==> src/rtl/fast_accel_frame_sequencer.sv <==
// Runs a programmed number of fast_accel frames over ap_ctrl_hs, with a progress watchdog and abort.
// Optional perf counters are compiled in when FAST_SEQ_PERF_EN is defined.
module fast_accel_frame_sequencer #(
    parameter int FRAME_W = 16,
    parameter int TMO_W   = 24
) (
    input  logic               ap_clk,
    input  logic               ap_rst_n,
    input  logic               cfg_start,
    input  logic [FRAME_W-1:0] cfg_num_frames,
    input  logic [TMO_W-1:0]   cfg_timeout,
    input  logic               cfg_abort,
    output logic               k_ap_start,
    input  logic               k_ap_ready,
    input  logic               k_ap_done,
    input  logic               k_ap_idle,
    input  logic               in_tvalid,
    input  logic               in_tready,
    input  logic               out_tvalid,
    input  logic               out_tready,
    output logic               busy,
    output logic               run_done,
    output logic [1:0]         status,
    output logic [FRAME_W-1:0] frames_done,
    output logic [31:0]        perf_busy_cycles,
    output logic [31:0]        perf_stall_cycles
);

    // Kernel handshake: k_ap_start is held until the cycle k_ap_ready is seen, then drops.
    typedef enum logic [2:0] {
        S_IDLE,
        S_LAUNCH,
        S_RUN,
        S_DRAIN,
        S_FINISH
    } state_t;

    localparam logic [1:0] ST_OK      = 2'd0;
    localparam logic [1:0] ST_TIMEOUT = 2'd1;
    localparam logic [1:0] ST_ABORT   = 2'd2;

    state_t             state;
    logic [FRAME_W-1:0] num_q;
    logic [TMO_W-1:0]   tmo_q;
    logic [TMO_W-1:0]   wdog;

    logic               accept;
    logic               progress;
    logic               done_take;
    logic               tmo_hit;
    logic [FRAME_W-1:0] frames_inc;
    logic [TMO_W-1:0]   wdog_inc;

    assign accept   = (state == S_IDLE) && cfg_start;
    assign progress = (in_tvalid & in_tready) | (out_tvalid & out_tready) | k_ap_done;

    // A done in LAUNCH only counts when it arrives together with ready.
    assign done_take = k_ap_done &&
                       ((state == S_RUN) || ((state == S_LAUNCH) && k_ap_ready));

    assign frames_inc = (frames_done == {FRAME_W{1'b1}}) ? frames_done
                                                         : frames_done + FRAME_W'(1);
    assign wdog_inc   = (wdog == tmo_q) ? wdog : wdog + TMO_W'(1);
    assign tmo_hit    = (tmo_q != '0) && !progress && (wdog_inc == tmo_q);

    always_ff @(posedge ap_clk or negedge ap_rst_n) begin
        if (!ap_rst_n) begin
            state       <= S_IDLE;
            k_ap_start  <= 1'b0;
            busy        <= 1'b0;
            run_done    <= 1'b0;
            status      <= ST_OK;
            frames_done <= '0;
            num_q       <= '0;
            tmo_q       <= '0;
            wdog        <= '0;
        end else begin
            run_done <= 1'b0;
            case (state)
                S_IDLE: begin
                    if (cfg_start) begin
                        num_q       <= cfg_num_frames;
                        tmo_q       <= cfg_timeout;
                        frames_done <= '0;
                        status      <= ST_OK;
                        wdog        <= '0;
                        busy        <= 1'b1;
                        if (cfg_num_frames == '0) begin
                            state <= S_FINISH;
                        end else begin
                            state      <= S_LAUNCH;
                            k_ap_start <= 1'b1;
                        end
                    end
                end
                S_LAUNCH, S_RUN: begin
                    // Priority: abort, then a counted frame, then watchdog expiry.
                    if (cfg_abort) begin
                        k_ap_start <= 1'b0;
                        status     <= ST_ABORT;
                        state      <= S_DRAIN;
                    end else if (done_take) begin
                        frames_done <= frames_inc;
                        wdog        <= '0;
                        if (frames_inc == num_q) begin
                            state      <= S_FINISH;
                            k_ap_start <= 1'b0;
                        end else begin
                            state      <= S_LAUNCH;
                            k_ap_start <= 1'b1;
                        end
                    end else if (tmo_hit) begin
                        status     <= ST_TIMEOUT;
                        k_ap_start <= 1'b0;
                        wdog       <= wdog_inc;
                        state      <= S_DRAIN;
                    end else begin
                        wdog <= progress ? '0 : wdog_inc;
                        if ((state == S_LAUNCH) && k_ap_ready) begin
                            state      <= S_RUN;
                            k_ap_start <= 1'b0;
                        end
                    end
                end
                S_DRAIN: begin
                    if (k_ap_idle) begin
                        state <= S_FINISH;
                    end
                end
                S_FINISH: begin
                    run_done <= 1'b1;
                    busy     <= 1'b0;
                    state    <= S_IDLE;
                end
                default: state <= S_IDLE;
            endcase
        end
    end

`ifdef FAST_SEQ_PERF_EN
    logic stall_now;
    assign stall_now = (in_tvalid & ~in_tready) | (out_tvalid & ~out_tready);

    always_ff @(posedge ap_clk or negedge ap_rst_n) begin
        if (!ap_rst_n) begin
            perf_busy_cycles  <= '0;
            perf_stall_cycles <= '0;
        end else if (accept) begin
            perf_busy_cycles  <= '0;
            perf_stall_cycles <= '0;
        end else if (busy) begin
            if (perf_busy_cycles != 32'hFFFF_FFFF) begin
                perf_busy_cycles <= perf_busy_cycles + 32'd1;
            end
            if (stall_now && (perf_stall_cycles != 32'hFFFF_FFFF)) begin
                perf_stall_cycles <= perf_stall_cycles + 32'd1;
            end
        end
    end
`else
    assign perf_busy_cycles  = '0;
    assign perf_stall_cycles = '0;
`endif

endmodule

==> config.mk <==
export PLATFORM = sky130hd
export DESIGN_NAME = fast_accel_frame_sequencer
export DESIGN_NICKNAME = d
export VERILOG_FILES = /design/src/rtl/fast_accel_frame_sequencer.sv
export SDC_FILE = /design/constraint.sdc
export NUM_CORES = 1
export LEC_CHECK = 0
export CAP_MARGIN = 20
export CELL_PAD_IN_SITES_DETAIL_PLACEMENT = 2
export CELL_PAD_IN_SITES_GLOBAL_PLACEMENT = 2
export CORE_MARGIN = 5
export CORE_UTILIZATION = 27
export CTS_BUF_LIST = sky130_fd_sc_hd__clkbuf_4 sky130_fd_sc_hd__clkbuf_8 sky130_fd_sc_hd__clkbuf_16
export CTS_CLUSTER_DIAMETER = 50
export DETAILED_ROUTE_END_ITERATION = 8
export GPL_TIMING_DRIVEN = 1
export PLACE_DENSITY_LB_ADDON = 0.1
export SKIP_CTS_REPAIR_TIMING = 1
export SLEW_MARGIN = 40
export SYNTH_ARGS = -nofsm -noshare
export SYNTH_HDL_FRONTEND = slang
export SYNTH_SLANG_ARGS = --single-unit
==> constraint.sdc <==
create_clock -name ap_clk -period 3.35 [get_ports ap_clk]
set_input_delay 0.67 -clock ap_clk [delete_from_list [all_inputs] [get_ports ap_clk]]
set_output_delay 0.67 -clock ap_clk [all_outputs]
set_load 0.02 [all_outputs]
# Word-level counts from Yosys, hierarchy flattened
# Cells that the tools add are included.
# op_classes
n_mux	37
bitwise	4
n_eq_ne	16
n_addsub	2
reduce_logical	19
# op_table
op	count
$mux W24	6
$mux W16	4
$eq A24 B24 Y1	2
$pmux W24 S2	1
$pmux W16 S2	1
$add A24 B1 Y24 const B	1
$mux W3	8
$reduce_bool A24 Y1	1
$add A16 B1 Y16 const B	1
$eq A16 B16 Y1	1
$eq A16 B16 Y1 const B	1
$logic_not A16 Y1	1
$reduce_and A4 Y1	3
$ne A2 B2 Y1 const B	5
$mux W1	9
$pmux W3 S3	1
$mux W2	4
$eq A3 B2 Y1 const B	2
$ne A3 B3 Y1 const B	2
$reduce_and A3 Y1	2
$ne A5 B5 Y1 const B	1
$logic_and A1 B1 Y1	4
$pmux W1 S2	2
$pmux W2 S2	1
other kinds (10)	14
# word_totals
regBits	88

# Depth between registers and ports, before layout
# depth
ltp_word	10
ltp_mapped	13
ltp_nobuf	11

# Least setup slack after synthesis
# Ideal clock, no wire load.
# synth_path
path_kind	register to register
startpoint	reg frames_done[0]
endpoint	reg state[2]
required_ns	3.239
stages_incl_launch_ff	12
path_buffers	0
t_arrival_ns	3.118
synth_period_minus_slack_ns	3.229
slack_ns	0.121
setup_time_ns	0.111
path_cell_list	dfrtp_1 > ha_1 > nand3_1 > nor4_4 > nand4b_1 > xnor2_1 > a211oi_1 > nand4_1 > or4_4 > o21ai_0 > o21ai_0 > a2111oi_2
# synth_via
elab_chain_cells	7
word_cells_on_any_way	8
cone_classes	1 x add/sub; 2 x eq/ne; 5 x mux
# synth_rtl
item	line	text
from (decl)	24	output logic [FRAME_W-1:0] frames_done,
from (signal assigned)	103	frames_done <= frames_inc;
$add A16 B1 Y16 / $eq A16 B16 Y1 (equally long branches)	62, 61	
$mux W16 *	61	assign frames_inc = (frames_done == {FRAME_W{1'b1}}) ? frames_done
$eq A16 B16 Y1 *	105	if (frames_inc == num_q) begin
$mux W3 *	105	
$mux W3 *	102	end else if (done_take) begin
$mux W3 *	98	if (cfg_abort) begin
$pmux W3 S3 *	79	case (state)
to (signal assigned)	101	state <= S_DRAIN;
to (signal assigned)	106	state <= S_FINISH;
to (signal assigned)	109	state <= S_LAUNCH;
to (decl)	42	state_t state;
# Mark *: on every way between the ends. The rest lies on a longest branch, timed or not.
# A chain may end at the register's enable or synchronous reset.

# Final worst setup path
# layout_path
startpoint	reg wdog[4]
endpoint	reg state[0]
# layout_via
elab_chain_cells	8
word_cells_on_any_way	11
cone_classes	1 x add/sub; 3 x eq/ne; 5 x mux; 2 x reduce/logical
# layout_rtl
item	line	text
from (decl)	45	logic [TMO_W-1:0] wdog;
from (signal assigned)	115	wdog <= wdog_inc;
from (signal assigned)	118	wdog <= progress ? '0 : wdog_inc;
$add A24 B1 Y24 / $eq A24 B24 Y1 (equally long branches)	63	assign wdog_inc = (wdog == tmo_q) ? wdog : wdog + TMO_W'(1);
$mux W24 *	63	
$eq A24 B24 Y1 *	64	assign tmo_hit = (tmo_q != '0) && !progress && (wdog_inc == tmo_q);
$logic_and A1 B1 Y1 *	64	
$mux W3	112	end else if (tmo_hit) begin
$mux W3	102	
$mux W3	98	
$pmux W3 S3	79	
to (signal assigned)	101	
to (signal assigned)	106	
to (signal assigned)	116	state <= S_DRAIN;
# Marked as above.

==> results.yml <==
run_status:
  run_status: "complete, but fails checks"
  violations: "negative setup slack"
cts:
  htree_levels: 3
  clockBufferDepth: 2
  cts-root-buf: "clkbuf_16"
  worstSkewPairLatency_ns: 0.36
  cts_sinks: 88
  path_clk_slew_ns: 0.08
  cts_buffers: 9
  cts_tree: "done"
route:
  routed_wl_um: 26600
  first_pass_iters: 4
  drtAntennaViolNets: 0
  num_vias: 6224
  vias_per_cell: 5.06
  wire_per_inst_um: 21.6
  drc: 0
  drt_iter0_markers: 324
placed_design:
  gp_congestion: 0.877
  dp_slack_ns: -0.452
  placed_cell_area_um2: 7850
  port_buffers: 71
  dp_hpwl_um: 20800
logic_synthesis:
  synth_flop_cell: "dfrtp_1"
  yosysTopAreaCell: "dfrtp_1"
  synthArstFlopShare_pct: 100
  synth_area_leaders: "dfrtp_1, nand2_1, buf_4"
  seq_area_frac_synth_pct: 35.5
  ys_ff_latch: 88
  synth_warnings: 0
  syn_area_um2: 6200
  syn-mean-instance-area_um2: 8.16
  synth_edf_count: 0
  yosysTopAreaCellShare_pct: 35.5
  ys_types: 74
  synthCells: 759
floorplan:
  core_area_um2: 22600
  die_x_um: 162
  dieHeight_um: 162
  io_pins: 136
  die-area_um2: 26100
  start_util_pct: 27.4
  row_count: 55
pwr:
  ir_drop_v: 0.000361
  power_density_nw_per_um2: 647
  p_leak_uw: 0.00378
grt:
  grt.met2_usage_pct: 36.4
  grt_util_all_layers_pct: 20.2
  grt-ovfl-total: 0
  antenna_found_initial: 0
  first_global_vias: 6907
  top_usage_layer: "met2"
  grt_pass1_wl_um: 40900
  grt_use_met1_pct: 25.2
  grt_start_max_net_pins: 47
  grtUsageMet3_pct: 2.68
layout:
  multi_input_area_um2: 3730
  syn_to_final_growth_pct: 35.3
  regArea_um2: 2210
  drive_gt1_share_pct: 22.6
  fin_area_um2: 8380
  nFillCells: 2599
  n_antenna_cell: 0
  fin_nets: 993
sta:
  clock.fmax_mhz: 297
  worst_pin_slew_ns: 0.721
  fin_crit_sh_pct: 101
  relSlewSlack_pct: 52.0
  slew_viol_final: 0
  finalSetupViolations: 1
  layout_min_cycle_time_ns: 3.37
  setup_ws_ns: -0.0210
  rsz0062_at_grt: "true"
  hold_viol: 0
  fin_setup_tns_ns: -0.0210
  fin_skew_ns: 0.0161
critical_path:
  cp.required_ns: 3.58
  cp-start-kind: "register"
  rr_endpoint: "state[0]"
  r2r_cells: 11
  end_kind: "register"
  crit_path_end: "state[0]"
  worst-path-max-fanout: 7
  cp_data_arrival_time_ns: 3.60
  criticalPathCategory: "reg -> reg"
  timing.rr.start: "wdog[4]"
  rrSetupSlack_ns: -0.02
  crit_start: "wdog[4]"
run:
  max-cap-violations: 0
hold_path:
  hold_class: "in -> async"
registers in the layout (all words and copies together) (netlist names):
name         cells
tmo_q           24
wdog            24
frames_done     16
num_q           16
state            3
status           2
busy             1
k_ap_start       1
run_done         1
critical path, stage by stage (launching register included):
cell	delay [ns]
dfrtp_1	0.42
buf_4	0.18
xnor2_1	0.30
nand4_1	0.15
nor2_1	0.33
a2111oi_0	0.20
or4_4	0.52
o41a_1	0.39
nor3_4	0.31
o32ai_4	0.18
mux2i_1	0.19
o31ai_1	0.08
stage by stage:
step	hold WS (ns)	power [µW]	util, %	std cells
after detailed placement	0.500	4320	34.7	1207
after CTS	0.391	5390	35.9	1223
final	0.362	5420	37.0	1230
after global routing	0.419	5790	37.0	1230
after floorplan	0.374	3100	-	822
after global placement	0.491	4220	34.7	1207
cells in the final DEF, fill, tap and decap left out, types with 9 or more instances in the layout:
cell type        count
o31ai_1             16
buf_4              133
inv_1               13
nor4_1              10
a21oi_1             34
clkdlybuf4s50_1     65
xnor2_1             33
nand3_1             21
and3_1              12
nor3_1              10
conb_1              64
a31oi_1             11
nor2_1              35
o21ai_0             54
clkbuf_16            9
nand2_1            166
nand4_1             15
dfrtp_2             10
and2_1              12
dfrtp_1             78
xor2_1              13
layout make-up:
class                           instances  area share (%)
Sequential cell                        88            26.4
Inverter                               13           0.582
Clock buffer                            9            2.69
Multi-Input combinational cell        622            44.5
Timing Repair Buffer                  206            20.9
Clock inverter                          7           0.627
Tap cell                              285            4.25
cell families (layout without fill, tap and decap cells):
kind of cell               count (synthesis)  count (layout)  synth area share, %
DFF                                       88              88                 35.5
adders and majority gates                  2               2                0.404
other                                      1              64               0.0605
xor gates and xnor gates                  53              53                 7.49
buffers and inverters                    112             235                 10.9
muxes                                      3               3                0.485
and+or+nand+nor                          338             338                 28.1
AOI/OAI and AO/OA                        162             162                 17.0
how the worst min path moves through the flow:
stage                    from   endpoint  slack [ns]
floorplan            ap_rst_n       busy        0.37
global placement    status[1]  status[1]        0.49
detailed placement   num_q[9]   num_q[9]        0.50
CTS                  ap_rst_n    wdog[2]        0.39
global route         ap_rst_n   tmo_q[7]        0.42
finish               ap_rst_n   tmo_q[4]        0.36
routing by layer:
layer  part of all wire [%]  vias to the layer above  routed length, µm
li1                       -                     2911                  -
met1                     44                     3151              11600
met2                     51                      122              13600
met3                    2.6                       40                680
met4                    2.6                        0                684
met5                      0                        -                  0
cell usage after synthesis (5+ instances only):
| master | n |
|---|---|
| a31oi_1 | 11 |
| xor2_1 | 13 |
| nor2_1 | 36 |
| dfrtp_1 | 88 |
| nor4_1 | 12 |
| a21oi_1 | 34 |
| o21ai_0 | 55 |
| buf_2 | 5 |
| clkbuf_1 | 26 |
| o22a_1 | 5 |
| buf_4 | 65 |
| nand2_1 | 169 |
| and3_1 | 13 |
| nor3_1 | 11 |
| nand3_1 | 21 |
| o31ai_1 | 16 |
| nand4_1 | 15 |
| inv_1 | 13 |
| xnor2_1 | 40 |
| and2_1 | 12 |
power breakdown:
part / internal (µW) / switching (µW) / total, µW
sequential: 1350 / 373 / 1720
clock: 514 / 506 / 1020
combinational: 1120 / 1560 / 2680
Note: power is estimated with default switching activity, not from simulation.
